**config.mk**
```make
export PLATFORM = sky130hd
export DESIGN_NAME = reg2mem_arbiter_flat
export DESIGN_NICKNAME = d
export VERILOG_FILES = /design/src/rtl/reg2mem_arbiter_if.sv /design/src/rtl/reg2mem_arbiter.sv /design/src/flat_wrapper.sv
export SDC_FILE = /design/constraint.sdc
export NUM_CORES = 1
export LEC_CHECK = 0
export BUFFER_PORTS_ARGS = -buffer_cell sky130_fd_sc_hd__buf_2
export CORE_MARGIN = 2
export CORE_UTILIZATION = 45
export CTS_BUF_LIST = sky130_fd_sc_hd__clkbuf_4 sky130_fd_sc_hd__clkbuf_8
export DETAILED_ROUTE_END_ITERATION = 7
export PLACE_DENSITY = 0.72
export SYNTH_ARGS = -nofsm -noshare
export SYNTH_HDL_FRONTEND = slang
export SYNTH_SLANG_ARGS = --single-unit
```
**constraint.sdc**
```tcl
create_clock -name clk -period 1.9 [get_ports clk]
set_clock_uncertainty 0.2 [all_clocks]
set_input_delay 0 -clock clk [delete_from_list [all_inputs] [get_ports clk]]
set_output_delay 0 -clock clk [all_outputs]
set_load 0.005 [all_outputs]
```
**src/rtl/reg2mem_arbiter_if.sv**
```systemverilog
// Requester handshake, completion and datapath signals of the reg2mem arbiter.
// The slave modport is the arbiter side; the master modport is the requesters/datapath side.
interface reg2mem_arbiter_if;
  logic       req0;
  logic       req1;
  logic [9:0] instr0;
  logic [9:0] instr1;
  logic       gnt0;
  logic       gnt1;
  logic       done0;
  logic       done1;
  logic [3:0] rdata;
  logic [9:0] dp_instr;
  logic [3:0] dp_res;
  logic       busy;

  modport slave (
    input  req0, req1, instr0, instr1, dp_res,
    output gnt0, gnt1, done0, done1, rdata, dp_instr, busy
  );

  modport master (
    output req0, req1, instr0, instr1, dp_res,
    input  gnt0, gnt1, done0, done1, rdata, dp_instr, busy
  );
endinterface

```
**src/rtl/reg2mem_arbiter.sv**
```systemverilog
// Two-requester arbiter for the reg2mem datapath: grants one instruction at a time,
// holds it for HOLD_CYCLES clocks, then returns the datapath result with a done pulse.
//
// state | meaning
// IDLE  | no transaction; dp_instr keeps the last granted instruction
// EXEC  | instruction held on dp_instr while cnt counts down to 0
// DONE  | one-cycle done pulse, rdata holds the captured result
module reg2mem_arbiter #(
  parameter int unsigned HOLD_CYCLES = 2
) (
  input  logic              clk,
  input  logic              rst_n,
  reg2mem_arbiter_if.slave  bus
);

  typedef enum logic [1:0] {
    ST_IDLE = 2'd0,
    ST_EXEC = 2'd1,
    ST_DONE = 2'd2
  } state_t;

  localparam logic [3:0] HOLD_M1  = 4'(HOLD_CYCLES - 1);
  localparam logic [9:0] DP_RESET = 10'b11_0000_0000;

  state_t     state_q, state_d;
  logic [3:0] cnt_q, cnt_d;
  logic       prio_q, prio_d;
  logic       win_q, win_d;
  logic [1:0] gnt_q, gnt_d;
  logic [1:0] done_q, done_d;
  logic [3:0] rdata_q, rdata_d;
  logic [9:0] dp_instr_q, dp_instr_d;

  always_ff @(posedge clk or negedge rst_n) begin
    if (!rst_n) begin
      state_q    <= ST_IDLE;
      cnt_q      <= '0;
      prio_q     <= 1'b0;
      win_q      <= 1'b0;
      gnt_q      <= '0;
      done_q     <= '0;
      rdata_q    <= '0;
      dp_instr_q <= DP_RESET;
    end else begin
      state_q    <= state_d;
      cnt_q      <= cnt_d;
      prio_q     <= prio_d;
      win_q      <= win_d;
      gnt_q      <= gnt_d;
      done_q     <= done_d;
      rdata_q    <= rdata_d;
      dp_instr_q <= dp_instr_d;
    end
  end

  always_comb begin
    state_d    = state_q;
    cnt_d      = cnt_q;
    prio_d     = prio_q;
    win_d      = win_q;
    gnt_d      = '0;
    done_d     = '0;
    rdata_d    = rdata_q;
    dp_instr_d = dp_instr_q;
    case (state_q)
      ST_IDLE: begin
        if (bus.req0 || bus.req1) begin
          // Ties go to the requester named by prio; a lone request always wins.
          win_d      = (bus.req0 && bus.req1) ? prio_q : bus.req1;
          dp_instr_d = win_d ? bus.instr1 : bus.instr0;
          gnt_d      = win_d ? 2'b10 : 2'b01;
          cnt_d      = HOLD_M1;
          state_d    = ST_EXEC;
        end
      end
      ST_EXEC: begin
        if (cnt_q == 4'd0) begin
          state_d = ST_DONE;
          rdata_d = bus.dp_res;
          done_d  = win_q ? 2'b10 : 2'b01;
          prio_d  = ~win_q;
        end else begin
          cnt_d = cnt_q - 4'd1;
        end
      end
      ST_DONE: state_d = ST_IDLE;
      default: state_d = ST_IDLE;
    endcase
  end

  assign bus.gnt0     = gnt_q[0];
  assign bus.gnt1     = gnt_q[1];
  assign bus.done0    = done_q[0];
  assign bus.done1    = done_q[1];
  assign bus.rdata    = rdata_q;
  assign bus.dp_instr = dp_instr_q;
  assign bus.busy     = (state_q != ST_IDLE);

endmodule

```
**src/flat_wrapper.sv**
```systemverilog
// flat-port wrapper written by rule: the top's interface ports become plain ports
module reg2mem_arbiter_flat 
#(
  parameter int unsigned HOLD_CYCLES = 2
)
  (clk, rst_n, bus_req0, bus_req1, bus_instr0, bus_instr1, bus_dp_res, bus_gnt0, bus_gnt1, bus_done0, bus_done1, bus_rdata, bus_dp_instr, bus_busy);
  reg2mem_arbiter_if bus_i ();
  input  logic clk;
  input  logic rst_n;
  input wire logic [$bits(bus_i.req0)-1:0] bus_req0;
  input wire logic [$bits(bus_i.req1)-1:0] bus_req1;
  input wire logic [$bits(bus_i.instr0)-1:0] bus_instr0;
  input wire logic [$bits(bus_i.instr1)-1:0] bus_instr1;
  input wire logic [$bits(bus_i.dp_res)-1:0] bus_dp_res;
  output wire logic [$bits(bus_i.gnt0)-1:0] bus_gnt0;
  output wire logic [$bits(bus_i.gnt1)-1:0] bus_gnt1;
  output wire logic [$bits(bus_i.done0)-1:0] bus_done0;
  output wire logic [$bits(bus_i.done1)-1:0] bus_done1;
  output wire logic [$bits(bus_i.rdata)-1:0] bus_rdata;
  output wire logic [$bits(bus_i.dp_instr)-1:0] bus_dp_instr;
  output wire logic [$bits(bus_i.busy)-1:0] bus_busy;
  assign bus_i.req0 = bus_req0;
  assign bus_i.req1 = bus_req1;
  assign bus_i.instr0 = bus_instr0;
  assign bus_i.instr1 = bus_instr1;
  assign bus_i.dp_res = bus_dp_res;
  assign bus_gnt0 = bus_i.gnt0;
  assign bus_gnt1 = bus_i.gnt1;
  assign bus_done0 = bus_i.done0;
  assign bus_done1 = bus_i.done1;
  assign bus_rdata = bus_i.rdata;
  assign bus_dp_instr = bus_i.dp_instr;
  assign bus_busy = bus_i.busy;
  reg2mem_arbiter #(.HOLD_CYCLES(HOLD_CYCLES)) u_core (.clk(clk), .rst_n(rst_n), .bus(bus_i));
endmodule
```
== After elaboration in Yosys (flattened, before gate mapping) ==
Cells that the tools add are included.
Storage, ports and cells
  register bits after elaboration: 26
  input port bits: 28
  output and inout bits: 19
Operators by class
  add/sub/neg operators: 1
  equality and inequality tests: 4
  mux-type cells: 14
  bitwise operators: 1
  reductions and logical operators: 10
Operators with widths (number)
  $mux 2: 8
  $mux 10: 1
  $mux 4: 2
  $pmux 4 s2: 1
  $reduce_and 2->1: 3
  $logic_not 4->1: 1
  $ne 2x1->1 const B: 2
  $pmux 2 s2: 1
  $reduce_bool 2->1: 2
  $sub 4x1->4 const B: 1
  $reduce_and 3->1: 1
  $eq 2x1->1 const B: 1
  $logic_not 2->1: 1
  $ne 2x2->1 const B: 1
  $logic_and 1x1->1: 1
  $logic_or 1x1->1: 1
  $mux 1: 1
  $not 1->1: 1

== Depth between registers and ports, before layout ==
  depth in word-level cells: 5
  mapped depth: 6
  mapped depth without buffers: 5

== Worst setup path after synthesis ==
No wires, ideal clock.
  path type: register to register
  start point: reg u_core.cnt_q[0]
  end point: reg u_core.rdata_q[0], in the netlist u_core.bus.rdata[0]
  library setup time: 0.125 ns
  arrival time: 1.398 ns
  required time: 1.575 ns
  path slack: 0.177 ns
  stages on the path, launching flop included: 7
  path buffers: 1
  period minus slack after synthesis: 1.723 ns
  path through: dfrtp_1 -> inv_1 -> ha_1 -> nor3b_4 -> nand2b_1 -> buf_6 -> mux2_4
Between the ends
  word-level cells in the longest chain between the ends: 2
RTL lines
  start: declaration: RTL line reg2mem_arbiter.sv:26  | logic [3:0] cnt_q, cnt_d;
  start signal: assignment: RTL line reg2mem_arbiter.sv:46  | cnt_q <= cnt_d;
  $logic_not 4->1: RTL line reg2mem_arbiter.sv:77  | if (cnt_q == 4'd0) begin
  $reduce_and 2->1 (no line)
  end signal: assignment: RTL line reg2mem_arbiter.sv:51  | rdata_q <= rdata_d;
  end: declaration: RTL line reg2mem_arbiter.sv:31  | logic [3:0] rdata_q, rdata_d;
No other way between the ends.
A chain may end at the register's enable or synchronous reset.

== Worst setup path after layout ==
  start point: reg u_core.cnt_q[0]
  end point: reg u_core.prio_q
Between the ends
  word-level cells in the longest chain between the ends: 2
RTL lines
  $logic_not 4->1: RTL line reg2mem_arbiter.sv:77
  $reduce_and 2->1 (no line)
  end signal: assignment: RTL line reg2mem_arbiter.sv:47  | prio_q <= prio_d;
  end: declaration: RTL line reg2mem_arbiter.sv:27  | logic prio_q, prio_d;
No other way between the ends.

==> flow_summary.yaml <==
finish:
  syn_to_final_growth_pct: 49.8
  drive_gt1_frac: 0.372
  nets: 203
  antenna_cells: 0
  fin_util: 0.714
  fillers: 166
timing:
  fin_crit_sh: 0.909
  finalMaxSlewViolations: 0
  max_freq_ghz: 0.579
  hold_slack_ns: -0.0276
  rsz0062_at_grt: "false"
  setup_viol: 0
  setup_slack_ns: 0.172
  finalHoldViolCount: 24
  fin_setup_tns_ns: 0
  period_needed_ns: 1.73
  relSlewSlack: 0.647
  tightestPinTransition_ns: 0.530
setup_path:
  path_cells: "inv_1, ha_1, nor3b_4, nand2b_1, buf_4, mux2_4"
  crit_path_end_kind: "register"
  cp.arrival_ns: 1.75
  cp_max_fo: 8
  cpPeakStageDelay_ns: 0.41
  required_ns: 1.92
  critical_path_class: "register to register"
  critPathLaunchType: "register"
  cp_slowest_cell: "dfrtp_1"
clock_tree:
  clkLatencyLatePin_ns: 0.32
  cts_inserted_buffers: 3
  ctsLongestPathBuffers: 2
  cts.sinks: 26
  cts_tree: "done"
  htree_num_levels: 1
  clkSlewWorstSetupHoldPaths_ns: 0.14
  root_buffer: "clkbuf_4"
  post_cts_resized: 0
job:
  cap_violations: 0
yosys:
  synth_area_leaders: "dfrtp_1, a221o_1, mux2_4, a21boi_0, dfstp_2"
  synthCells: 96
  ys.flop_type: "dfrtp_1"
  synth_top_area_frac: 0.504
  synth_commonest_cells: "dfrtp_1, a21boi_0, a221o_1"
  synth.avg_cell_area_um2: 12.4
  ys_seq_area_frac: 0.548
  synth-seq-cells: 26
  synth_area_leader_cell: "dfrtp_1"
  synth_nets: 126
  yosysUniqueCellTypes: 33
  synth_edf_count: 0
  ys_warn_count: 0
  syn-cell-area_mm2: 0.00119
  yosysMostFrequentCell: "dfrtp_1"
  ys_async_sr_fraction: 1.00
grt:
  antenna_found_initial: 0
  grt_max_degree: 25
  grt_pass1_wl_um: 5400
  grt_use_total: 0.222
  grt_overflow_total: 0
  first_global_vias: 1120
floorplan:
  num_rows: 18
  start_util: 0.476
  coreArea_mm2: 0.00250
  die_x_um: 55.5
  die_h_um: 55.5
  die-area_mm2: 0.00307
  num_io_pins: 47
drt:
  first_iter_violations: 44
  dr.pass1.iters: 5
  antenna_left: 0
  vias: 1044
  drcViolationCount: 0
  wl_um: 3010
  vias_per_cell: 5.17
  wl_per_cell_um: 14.9
status:
  status: "finished with violations"
  violations: "negative hold slack"
placed_design:
  gp_congestion: 0.801
  io_buffers: 46
  place_ws_ns: 0.184
  hpwl_um: 1850
min_path:
  hold_path_class: "input port to async pin"
pwr:
  p_leak_nw: 0.900
  ir_drop_uv: 1050
  power_density_mw_per_mm2: 1390
## critical path: cells and delay by family (launching register included)
family | cells | cell delay, ns
buf+inv | 2 | 0.29
fa+ha+maj | 1 | 0.16
simple gates | 2 | 0.27
flops | 1 | 0.41
mux | 1 | 0.30
## sequential cells by signal (all words and copies together), names as in the netlist
register             cells
u_core.done_q            2
u_core.prio_q            1
u_core.bus.rdata         4
u_core.gnt_q             2
u_core.state_q           2
u_core.win_q             1
u_core.cnt_q             4
u_core.bus.dp_instr     10
## what timing repair did
action / in CTS / in global routing
setup buffers: 0 / 0
setup endpoints to repair: 0 / 24
hold buffers: 29 / 0
endpoints found under the hold margin: 43 / 0
## area by class of cell
cell class / instances / area [µm²] / area share
clock buffer: 3 / 22.5 / 0.0126
clock inverter: 1 / 30.0 / 0.0168
inverter: 7 / 26.3 / 0.0147
multi-input combinational: 58 / 482 / 0.270
sequential: 26 / 653 / 0.366
tap: 30 / 37.5 / 0.0210
timing repair buffer: 77 / 533 / 0.299
## metal layers
layer	wire length, µm	up-vias	GRT usage
met5	0	-	0
met4	34	0	0.0801
met3	132	4	0.0258
met2	1520	35	0.381
met1	1330	499	0.290
li1	-	506	-
## logic make-up (layout without fill, tap and decap cells)
group / count (synthesis) / count (layout) / share of synthesized area
adders and majority gates: 2 / 2 / 0.0210
DFF: 26 / 26 / 0.548
muxes: 5 / 5 / 0.0630
buffers and inverters: 12 / 88 / 0.0473
and+or+nand+nor: 20 / 20 / 0.117
AOI/OAI and AO/OA: 31 / 31 / 0.204
## report_power, final
group | switching [W] | internal, W
combinational | 0.000519 | 0.000615
sequential | 0.000154 | 0.000817
clock | 0.000165 | 0.000213
## metrics by stage
step	hold slack, ns	instance area, µm²	cells	total power, W
3_5_place_dp	-0.175	1450	170	0.00206
2_1_floorplan	-0.496	1190	96	0.00169
6_report	-0.0276	1780	202	0.00248
4_1_cts	0.221	1790	203	0.00249
5_1_grt	0.0529	1780	202	0.00266
3_3_place_gp	-0.186	1450	170	0.00202
## cells in the final DEF, fill, tap and decap left out, types with 3 or more instances in the layout
cell type      instances
dfrtp_1               24
dlygate4sd3_1         28
a21boi_0               8
clkbuf_4               3
a221o_1                8
inv_1                  7
mux2_4                 5
a21oi_1                3
nor2_1                 4
buf_2                 46
buf_4                  3
## final timing paths
check / start / to / slack (ns) / cells after the start
setup reg to reg: u_core.cnt_q[0] / u_core.prio_q / 0.17 / 6
min in group clk: bus_dp_res[3] / u_core.bus.rdata[3] / 0.23 / 3
max in group asynchronous: rst_n / u_core.bus.dp_instr[9] / 0.49 / 3
hold / removal: rst_n / u_core.gnt_q[1] / -0.03 / 2
hold reg to reg: u_core.win_q / u_core.done_q[0] / 0.29 / 1
setup / recovery: u_core.cnt_q[0] / u_core.prio_q / 0.17 / 6
Note: power is estimated with default switching activity, not from simulation.
